**src/rtl/loctag_pkg.sv**
```systemverilog
// loctag_pkg: shared sampler FSM states and ADC frame geometry for the loctag front end
package loctag_pkg;
  localparam int ADC_FRAME_BITS = 16;
  localparam int ADC_DATA_BITS = 12;
  localparam int ADC_LEAD_ZEROS = 4;
  typedef enum logic [2:0] {IDLE, PWRUP, SETUP, SHIFT, DONE, GAP} adc_state_e;
endpackage

```
**src/rtl/adc_sampler_if.sv**
```systemverilog
// adc_sampler_if: detector enable, ADC serial bus and sample stream of the sampler
interface adc_sampler_if;
  import loctag_pkg::*;
  logic en;
  logic lt5534_en;
  logic adc_cs;
  logic adc_clk;
  logic adc_so;
  logic [ADC_DATA_BITS-1:0] sample;
  logic sample_valid;
  logic frame_err;
  logic rf_on;
  modport master (
    input  en, adc_so,
    output lt5534_en, adc_cs, adc_clk, sample, sample_valid, frame_err, rf_on
  );
  modport slave (
    output en, adc_so,
    input  lt5534_en, adc_cs, adc_clk, sample, sample_valid, frame_err, rf_on
  );
endinterface

```
**src/rtl/adc_thresh_cmp.sv**
```systemverilog
// adc_thresh_cmp: turns the sample stream into the rf_on level.
// ADC_SAMPLER_HYST_EN selects a two-threshold hysteresis comparator.
module adc_thresh_cmp
  import loctag_pkg::*;
#(
  parameter logic [ADC_DATA_BITS-1:0] THRESH_HI = 12'd800,
  parameter logic [ADC_DATA_BITS-1:0] THRESH_LO = 12'd700
) (
  input  logic                     clk,
  input  logic                     reset,
  input  logic                     clr_i,
  input  logic [ADC_DATA_BITS-1:0] sample_i,
  input  logic                     sample_valid_i,
  output logic                     rf_on_o
);
  logic rf_on_q, rf_on_d;
  if (THRESH_LO > THRESH_HI) begin : g_bad_thresh
    $error("adc_thresh_cmp: THRESH_LO above THRESH_HI");
  end
  always_comb begin
    rf_on_d = rf_on_q;
`ifdef ADC_SAMPLER_HYST_EN
    if (sample_valid_i) rf_on_d = sample_i >= THRESH_HI ? 1'b1 : sample_i < THRESH_LO ? 1'b0 : rf_on_q;
`else
    if (sample_valid_i) rf_on_d = sample_i >= THRESH_HI;
`endif
    if (clr_i) rf_on_d = 1'b0;
  end
  always_ff @(posedge clk or negedge reset)
    if (!reset) rf_on_q <= 1'b0;
    else rf_on_q <= rf_on_d;
  assign rf_on_o = rf_on_q;
endmodule

```
**src/rtl/adc_sampler.sv**
```systemverilog
// adc_sampler: LT5534 power sequencing and 16-bit serial frame capture from the 12-bit ADC.
// Define ADC_SAMPLER_HYST_EN for a hysteresis rf_on comparator.
module adc_sampler
  import loctag_pkg::*;
#(
  parameter int                       CLK_DIV   = 2,
  parameter int                       PWRUP_CYC = 100,
  parameter int                       CONV_GAP  = 4,
  parameter logic [ADC_DATA_BITS-1:0] THRESH_HI = 12'd800,
  parameter logic [ADC_DATA_BITS-1:0] THRESH_LO = 12'd700
) (
  input logic           clk,
  input logic           reset,
  adc_sampler_if.master bus
);
  adc_state_e state_q, state_d;
  logic [15:0] cnt_q, cnt_d;
  logic [3:0] hc_q, hc_d;
  logic [3:0] bc_q, bc_d;
  logic ph_q, ph_d;
  logic [ADC_FRAME_BITS-1:0] sr_q, sr_d;
  logic [ADC_DATA_BITS-1:0] sample_q, sample_d;
  logic lt_en_q, lt_en_d, cs_q, cs_d, sclk_q, sclk_d;
  logic valid_q, valid_d, err_q, err_d;
  logic half_end, frame_ok;
  if (CLK_DIV < 1 || CLK_DIV > 15 || PWRUP_CYC < 1 || PWRUP_CYC > 65535 ||
      CONV_GAP < 1 || CONV_GAP > 255) begin : g_bad_cfg
    $error("adc_sampler: timing parameter out of range");
  end
  assign half_end = hc_q == 4'(CLK_DIV - 1);
  assign frame_ok = sr_q[ADC_FRAME_BITS-1 -: ADC_LEAD_ZEROS] == '0;
  // Outputs are registered from the next state so pins change on the state edge.
  always_comb begin
    state_d  = state_q;
    cnt_d    = cnt_q;
    hc_d     = hc_q;
    bc_d     = bc_q;
    ph_d     = ph_q;
    sr_d     = sr_q;
    sample_d = sample_q;
    valid_d  = 1'b0;
    err_d    = 1'b0;
    case (state_q)
      IDLE: begin
        cnt_d   = '0;
        state_d = bus.en ? PWRUP : IDLE;
      end
      PWRUP: begin
        cnt_d   = cnt_q + 16'd1;
        state_d = !bus.en ? IDLE : cnt_q == 16'(PWRUP_CYC - 1) ? SETUP : PWRUP;
      end
      SETUP: begin
        hc_d    = '0;
        bc_d    = '0;
        ph_d    = 1'b0;
        state_d = SHIFT;
      end
      SHIFT: begin
        hc_d = half_end ? '0 : hc_q + 4'd1;
        if (half_end) begin
          ph_d = !ph_q;
          if (!ph_q) sr_d = {sr_q[ADC_FRAME_BITS-2:0], bus.adc_so};
          else begin
            bc_d = bc_q + 4'd1;
            if (bc_q == 4'(ADC_FRAME_BITS - 1)) state_d = DONE;
          end
        end
      end
      DONE: begin
        cnt_d    = '0;
        valid_d  = frame_ok;
        err_d    = !frame_ok;
        sample_d = frame_ok ? sr_q[ADC_DATA_BITS-1:0] : sample_q;
        state_d  = GAP;
      end
      GAP: begin
        cnt_d = cnt_q + 16'd1;
        if (cnt_q == 16'(CONV_GAP - 1)) state_d = bus.en ? SETUP : IDLE;
      end
      default: state_d = IDLE;
    endcase
    lt_en_d = state_d != IDLE;
    cs_d    = !(state_d inside {SETUP, SHIFT});
    sclk_d  = !(state_d == SHIFT && !ph_d);
  end
  always_ff @(posedge clk or negedge reset)
    if (!reset) begin
      state_q  <= IDLE;
      cnt_q    <= '0;
      hc_q     <= '0;
      bc_q     <= '0;
      ph_q     <= 1'b0;
      sr_q     <= '0;
      sample_q <= '0;
      lt_en_q  <= 1'b0;
      cs_q     <= 1'b1;
      sclk_q   <= 1'b1;
      valid_q  <= 1'b0;
      err_q    <= 1'b0;
    end else begin
      state_q  <= state_d;
      cnt_q    <= cnt_d;
      hc_q     <= hc_d;
      bc_q     <= bc_d;
      ph_q     <= ph_d;
      sr_q     <= sr_d;
      sample_q <= sample_d;
      lt_en_q  <= lt_en_d;
      cs_q     <= cs_d;
      sclk_q   <= sclk_d;
      valid_q  <= valid_d;
      err_q    <= err_d;
    end
  assign bus.lt5534_en    = lt_en_q;
  assign bus.adc_cs       = cs_q;
  assign bus.adc_clk      = sclk_q;
  assign bus.sample       = sample_q;
  assign bus.sample_valid = valid_q;
  assign bus.frame_err    = err_q;
  adc_thresh_cmp #(
    .THRESH_HI(THRESH_HI),
    .THRESH_LO(THRESH_LO)
  ) u_cmp (
    .clk           (clk),
    .reset         (reset),
    .clr_i         (state_d == IDLE),
    .sample_i      (sample_q),
    .sample_valid_i(valid_q),
    .rf_on_o       (bus.rf_on)
  );
endmodule

```
**src/flat_wrapper.sv**
```systemverilog
// flat-port wrapper written by rule: the top's interface ports become plain ports
module adc_sampler_flat import loctag_pkg::*;
#(
  parameter int                       CLK_DIV   = 2,
  parameter int                       PWRUP_CYC = 100,
  parameter int                       CONV_GAP  = 4,
  parameter logic [ADC_DATA_BITS-1:0] THRESH_HI = 12'd800,
  parameter logic [ADC_DATA_BITS-1:0] THRESH_LO = 12'd700
)
  (clk, reset, bus_en, bus_adc_so, bus_lt5534_en, bus_adc_cs, bus_adc_clk, bus_sample, bus_sample_valid, bus_frame_err, bus_rf_on);
  adc_sampler_if bus_i ();
  input logic clk;
  input logic reset;
  input wire logic [$bits(bus_i.en)-1:0] bus_en;
  input wire logic [$bits(bus_i.adc_so)-1:0] bus_adc_so;
  output wire logic [$bits(bus_i.lt5534_en)-1:0] bus_lt5534_en;
  output wire logic [$bits(bus_i.adc_cs)-1:0] bus_adc_cs;
  output wire logic [$bits(bus_i.adc_clk)-1:0] bus_adc_clk;
  output wire logic [$bits(bus_i.sample)-1:0] bus_sample;
  output wire logic [$bits(bus_i.sample_valid)-1:0] bus_sample_valid;
  output wire logic [$bits(bus_i.frame_err)-1:0] bus_frame_err;
  output wire logic [$bits(bus_i.rf_on)-1:0] bus_rf_on;
  assign bus_i.en = bus_en;
  assign bus_i.adc_so = bus_adc_so;
  assign bus_lt5534_en = bus_i.lt5534_en;
  assign bus_adc_cs = bus_i.adc_cs;
  assign bus_adc_clk = bus_i.adc_clk;
  assign bus_sample = bus_i.sample;
  assign bus_sample_valid = bus_i.sample_valid;
  assign bus_frame_err = bus_i.frame_err;
  assign bus_rf_on = bus_i.rf_on;
  adc_sampler #(.CLK_DIV(CLK_DIV), .PWRUP_CYC(PWRUP_CYC), .CONV_GAP(CONV_GAP), .THRESH_HI(THRESH_HI), .THRESH_LO(THRESH_LO)) u_core (.clk(clk), .reset(reset), .bus(bus_i));
endmodule
```
**config.mk**
```make
export PLATFORM = sky130hd
export DESIGN_NAME = adc_sampler_flat
export DESIGN_NICKNAME = d
export VERILOG_FILES = /design/src/rtl/loctag_pkg.sv /design/src/rtl/adc_sampler_if.sv /design/src/rtl/adc_thresh_cmp.sv /design/src/rtl/adc_sampler.sv /design/src/flat_wrapper.sv
export SDC_FILE = /design/constraint.sdc
export NUM_CORES = 1
export LEC_CHECK = 0
export BUFFER_PORTS_ARGS = -buffer_cell sky130_fd_sc_hd__buf_2
export CAP_MARGIN = 20
export CORE_MARGIN = 2
export CORE_UTILIZATION = 40
export DETAILED_ROUTE_END_ITERATION = 8
export GPL_ROUTABILITY_DRIVEN = 0
export PLACE_DENSITY = 0.57
export SETUP_SLACK_MARGIN = 0.3
export SYNTH_ARGS = -nofsm -noshare
export SYNTH_HDL_FRONTEND = slang
export SYNTH_HIERARCHICAL = 1
export SYNTH_SLANG_ARGS = --single-unit
export TNS_END_PERCENT = 10
```
**constraint.sdc**
```tcl
create_clock -name clk -period 2.05 [get_ports clk]
set_clock_uncertainty 0.1 [all_clocks]
set_input_delay 0.3075 -clock clk [delete_from_list [all_inputs] [get_ports clk]]
set_output_delay 0.3075 -clock clk [all_outputs]
set_load 0.005 [all_outputs]
```
* Word level (Yosys, flattened, before mapping)
Cells that the tools add are included.
** Word-level totals
- Register bits :: 62
- Bits of input ports :: 4
- Output and inout bits :: 18
- Word-level logic and storage cells :: 71
** Cells by class
- $add $sub $neg :: 3
- $lt $le $gt $ge :: 1
- Eq/ne operators :: 13
- Multiplexer cells :: 21
- Bitwise gates (word level) :: 1
- Reductions and logical operators :: 19
** Operators with widths (count)
- $pmux W16 S2 :: 1
- $pmux W3 S6 :: 1
- $add A16 B1 Y16 const B :: 1
- $eq A16 B2 Y1 const B :: 1
- $eq A16 B7 Y1 const B :: 1
- $pmux W4 S2 :: 2
- $mux W3 :: 5
- $eq A3 B2 Y1 const B :: 4
- $ge A12 B10 Y1 const B :: 1
- $mux W4 :: 3
- $add A4 B1 Y4 const B :: 2
- $reduce_bool A2 Y1 :: 4
- $eq A3 B3 Y1 const B :: 2
- $logic_not A3 Y1 :: 2
- $mux W1 :: 6
- $reduce_and A3 Y1 :: 2
- $logic_not A1 Y1 :: 5
- $eq A4 B1 Y1 const B :: 1
- $eq A4 B4 Y1 const B :: 1
- $logic_not A4 Y1 :: 1
- $mux W2 :: 2
- $ne A2 B1 Y1 const B :: 2
- $reduce_or A2 Y1 :: 2
- $eq A3 B1 Y1 const B :: 1
- other kinds (5) :: 5

* Depth between registers and ports, before layout
- Word-level depth :: 8
- Depth in mapped cells :: 7
- Mapped depth without buffers :: 7

* Modules after synthesis
Netlist, hierarchy kept.
** Modules (own cells, without submodules)
- adc_sampler :: times used 1, cells an instance 249, area each 2797.7 sq um, seq. area each 1529.0 sq um
- adc_thresh_cmp :: times used 1, cells an instance 6, area each 71.3 sq um, seq. area each 25.0 sq um

* Least setup slack after synthesis
Ideal clock, no wire load.
- Kind :: register to register
- Start point :: register u_core.cnt_q[11]
- End point :: register u_core.u_cmp.rf_on_q, in the netlist u_core/u_cmp/rf_on_o
- Setup time :: 0.096 ns
- Arrival :: 1.940 ns
- Data required time :: 1.854 ns
- Path slack :: -0.085 ns
- Stages on the path, launching flop included :: 7
- Buffers on the path :: 0
- Clock period less this slack :: 2.135 ns
- Cell sequence :: dfrtp_1 > or4_1 > nor4_2 > nand4_1 > and4_1 > nand4b_1 > o32ai_2
** On the way
- Cells in the longest elaborated chain, start to end :: 6
- Elaborated cells on any way between the ends :: 9
- Classes of those cells :: 2 x eq/ne; 5 x mux; 2 x reduce/logical
** RTL lines
- start, declared :: RTL line adc_sampler.sv:17 : logic [15:0] cnt_q, cnt_d;
- start signal, assigned :: RTL line adc_sampler.sv:102 : cnt_q <= cnt_d;
- $eq A16 B7 Y1 :: RTL line adc_sampler.sv:50 : state_d = !bus.en ? IDLE : cnt_q == 16'(PWRUP_CYC - 1) ? SETUP : PWRUP;
- $mux W2 :: RTL line adc_sampler.sv:50
- $mux W3 :: RTL line adc_sampler.sv:50
- $pmux W3 S6 * :: RTL line adc_sampler.sv:43 : case (state_q)
- $logic_not A3 Y1 * :: RTL line adc_sampler.sv:126 : .clr_i (state_d == IDLE),
- $mux W1 or $reduce_bool A2 Y1 (tied branches)
- end signal, assigned :: RTL line adc_thresh_cmp.sv:31 : else rf_on_q <= rf_on_d;
- end, declared :: RTL line adc_thresh_cmp.sv:16 : logic rf_on_q, rf_on_d;
Every way passes the cells marked *; elsewhere a longest branch is shown, timed or not.
A chain may end at the register's enable or synchronous reset.

* Worst setup path after layout
Same ends and word-level chain as after synthesis.

==> summary.md <==
| Metric | Value |
|---|---|
| Post-synth EDFFs | 0 |
| Mean Syn Cell Area | 11.3 um^2 |
| Unique masters post-synth | 44 |
| Crit Path Max Fanout | 3 |
| Multi-input gate area | 1390 um^2 |
| Final Max Slew Viols | 0 |
| Switching power | 567 uW |
| First-pass detailed-route iteration total | 4 |
| Slowest cell delay on critical path | 0.54 ns |
| Remaining Overflow, GRT | 0 |
| Clk root buf | clkbuf_8 |
| Slowest CP cell | or4_4 |
| Grt peak-use layer | met2 |
| Met2 Use GR | 0.279 |
| IO Pins | 22 |
| Area post-placement | 3290 um^2 |
| Final ANT Viol Nets | 0 |
| Clk pwr share | 0.461 |
| Sink Count | 62 |
| Final hold viol count | 0 |
| Crit start category | flop |
| Ys Warns | 6 |
| Crit Path Category | reg -> reg |
| Total power draw | 2.40 mW |
| Initial core utilization | 0.418 |
| Layout cells sized above 1 | 0.427 |
| Post-synth ARST share | 1.00 |
| Post-route non-filler standard cell count | 412 |
| Worst hold path type | in -> reg |
| Worst-path clk slew | 0.08 ns |
| Clk buf depth | 2 |
| CTS H-tree lvls | 3 |
| Cell-internal power | 1.83 mW |
| Peak VDD IR | 0.484 mV |
| Worst EP arrival | 2.37 ns |
| Pwr Density | 647 nW/um^2 |
| DRC viols | 0 |
| Routed WL per cell | 14.6 um |
| Leak | 1.68 nW |
| Core area | 6870 um^2 |
| Hpwl dp | 3890 um |
| Crit end category | flop |
| Min Tclk post-route | 2.22 ns |
| Mapped Cells | 255 |
| Largest net degree at the start of global routing | 63 |
| Sequential share of the synthesized area | 0.542 |
| MaxCap Viol Count | 0 |
| Initial antenna violation count | 0 |
| Failing checks | setup timing |
| Area of the mapped netlist | 2870 um^2 |
| Switch share | 0.237 |
| Synth Register Bits | 62 |
| Setup TNS | -0.187 ns |
| Worst path required time | 2.20 ns |
| Placed insts | 389 |
| Total number of vias | 2112 |
| Pre-CTS setup slack | -0.189 ns |
| DR vias/cell | 5.13 |
| Worst rel slew slack | 0.732 |
| Iteration-0 DRC Markers | 45 |
| Final setup fails | 3 |
| First-pass GRT wire length | 10100 um |
| Clock buffer count from CTS | 9 |
| Chip width | 88.7 um |
| Total area of sequential cells | 1560 um^2 |
| Ys flop type | dfrtp_1 |
| All-layer global routing usage | 0.172 |
| Post-layout net count | 320 |
| CTS tree | built |
| Hold WS | 0.0907 ns |
| Vias in the first global route | 2112 |
| Row Count | 30 |
| F_max | 0.451 GHz |
| Power share of the combinational group | 0.020 |
| Seq pwr share | 0.519 |
| Worst Tran Pin Value | 0.397 ns |
| Die height | 88.7 um |
| Final worst-path cycle share | 1.08 |
| Design Area, Final | 3700 um^2 |
| Worst setup margin | -0.168 ns |
| Port bufs | 21 |
| Number of diodes | 0 |
| RSZ-0062 raised after global routing | yes |
| Clock Latency Late Sink | 0.35 ns |
| Number of fill cells | 615 |
| Met3 GRT Util | 0.0634 |
| Met1 usage | 0.210 |
| Cell Chain, Critical Path | or4_4 -> nor4_4 -> buf_4 -> nand4_1 -> and4_1 -> nand4b_1 -> o32ai_2 |
| Status | finished with violations |
| Die area | 7870 um^2 |
| P&R area growth vs syn | 29.1% |
| WL final | 6030 um |
| Final Core Density | 0.539 |
| Post-synth net total | 264 |
[kinds of logic (layout without fill, tap and decap cells)]
family	Yosys count	in the layout	share of synthesized area
simple gates	91	91	0.186
flops	62	62	0.542
buf+inv	20	81	0.0270
xor+xnor	5	5	0.0153
compound gates	42	42	0.0912
fa+ha+maj	5	5	0.0218
mux	30	30	0.117
[worst max-delay path, delay by kind of cell, from the launching register on]
kind                   cells  cell delay, ns
AND/OR/NAND/NOR            5            1.35
AO/OA/AOI/OAI              1            0.14
flip-flops                 1            0.38
buffers and inverters      1            0.16
[cell usage in the layout, fill, tap and decap left out, types with 8 or more instances in the layout]
master    synthesis  final
a21oi_1          11      8
buf_2             2     21
buf_4             0     29
clkbuf_8          0      9
dfrtp_1          60     58
inv_1            10     10
mux2_2           28     28
nand2_1          23     21
nand3_1           8      8
nor2_1           11     11
o21ai_0          18     17
[area by class of cell]
| type | count | share of cell area |
|---|---|---|
| Clock buffer | 9 | 0.0334 |
| Multi-Input combinational cell | 173 | 0.375 |
| Tap cell | 96 | 0.0324 |
| Clock inverter | 7 | 0.0220 |
| Inverter | 10 | 0.0101 |
| Sequential cell | 62 | 0.420 |
| Timing Repair Buffer | 55 | 0.107 |
[synth_stat cells, types with 3 or more instances]
cell | n | share of area
o21ai_0 | 18 | 0.031
inv_1 | 10 | 0.013
a21oi_1 | 11 | 0.019
or3_1 | 6 | 0.013
nand2b_1 | 3 | 0.0065
nand2_1 | 23 | 0.030
clkbuf_1 | 7 | 0.0092
o31ai_1 | 5 | 0.013
nor4_1 | 6 | 0.013
nor2b_1 | 3 | 0.0065
mux2_2 | 28 | 0.11
ha_1 | 5 | 0.022
nand3_1 | 8 | 0.014
nor3_1 | 5 | 0.0087
nor2_1 | 11 | 0.014
or4_1 | 4 | 0.010
nand4_1 | 5 | 0.011
dfrtp_1 | 60 | 0.52
xnor2_1 | 5 | 0.015
[sequential cells by signal, indices dropped and copies added (netlist names)]
name	flops
u_core/bus.frame_err	1
u_core/bc_q	4
u_core/u_cmp/rf_on_o	1
u_core/cnt_q	16
u_core/hc_q	4
u_core/bus.lt5534_en	1
u_core/ph_q	1
u_core/state_q	3
u_core/bus.adc_cs	1
u_core/bus.sample_valid	1
u_core/bus.adc_clk	1
u_core/bus.sample	12
u_core/sr_q	16
[what timing repair did]
action                                  CTS  global route
gates cloned                              0             0
resized for setup                        21            13
endpoints found under the setup margin   26            44
pin swaps                                11            14
hold endpoints to repair                 60             0
hold buffers                              1             0
buffers inserted                          1             5
[metal layers]
metal	vias to the layer above	part of all wire	routed length (um)
met5	-	0	0
met4	0	0.015	91
met3	7	0.029	173
met2	16	0.49	2970
met1	1042	0.46	2790
li1	1047	-	-
[power by group through the flow]
stage                     registers, mW  clock network [mW]  logic (mW)
final                              1.24                1.10      0.0471
after global routing               1.25                1.20      0.0543
after CTS                          1.24                1.14      0.0496
after detailed placement           1.27                   0      0.0475
after global placement             1.27                   0      0.0475
after floorplan                    1.27                   0      0.0135
[final timing paths]
kind,startpoint,slack (ns),cells after the start,endpoint
setup / recovery,u_core/cnt_q[11],-0.17,7,u_core/u_cmp/rf_on_o
hold / removal,bus_adc_so,0.09,2,u_core/sr_q[0]
setup reg to reg,u_core/cnt_q[11],-0.17,7,u_core/u_cmp/rf_on_o
hold reg to reg,u_core/bus.sample[1],0.41,1,u_core/bus.sample[1]
max in group asynchronous,reset,1.15,3,u_core/bus.adc_cs
min in group asynchronous,reset,0.40,3,u_core/hc_q[1]
Note: power is estimated with default switching activity, not from simulation.
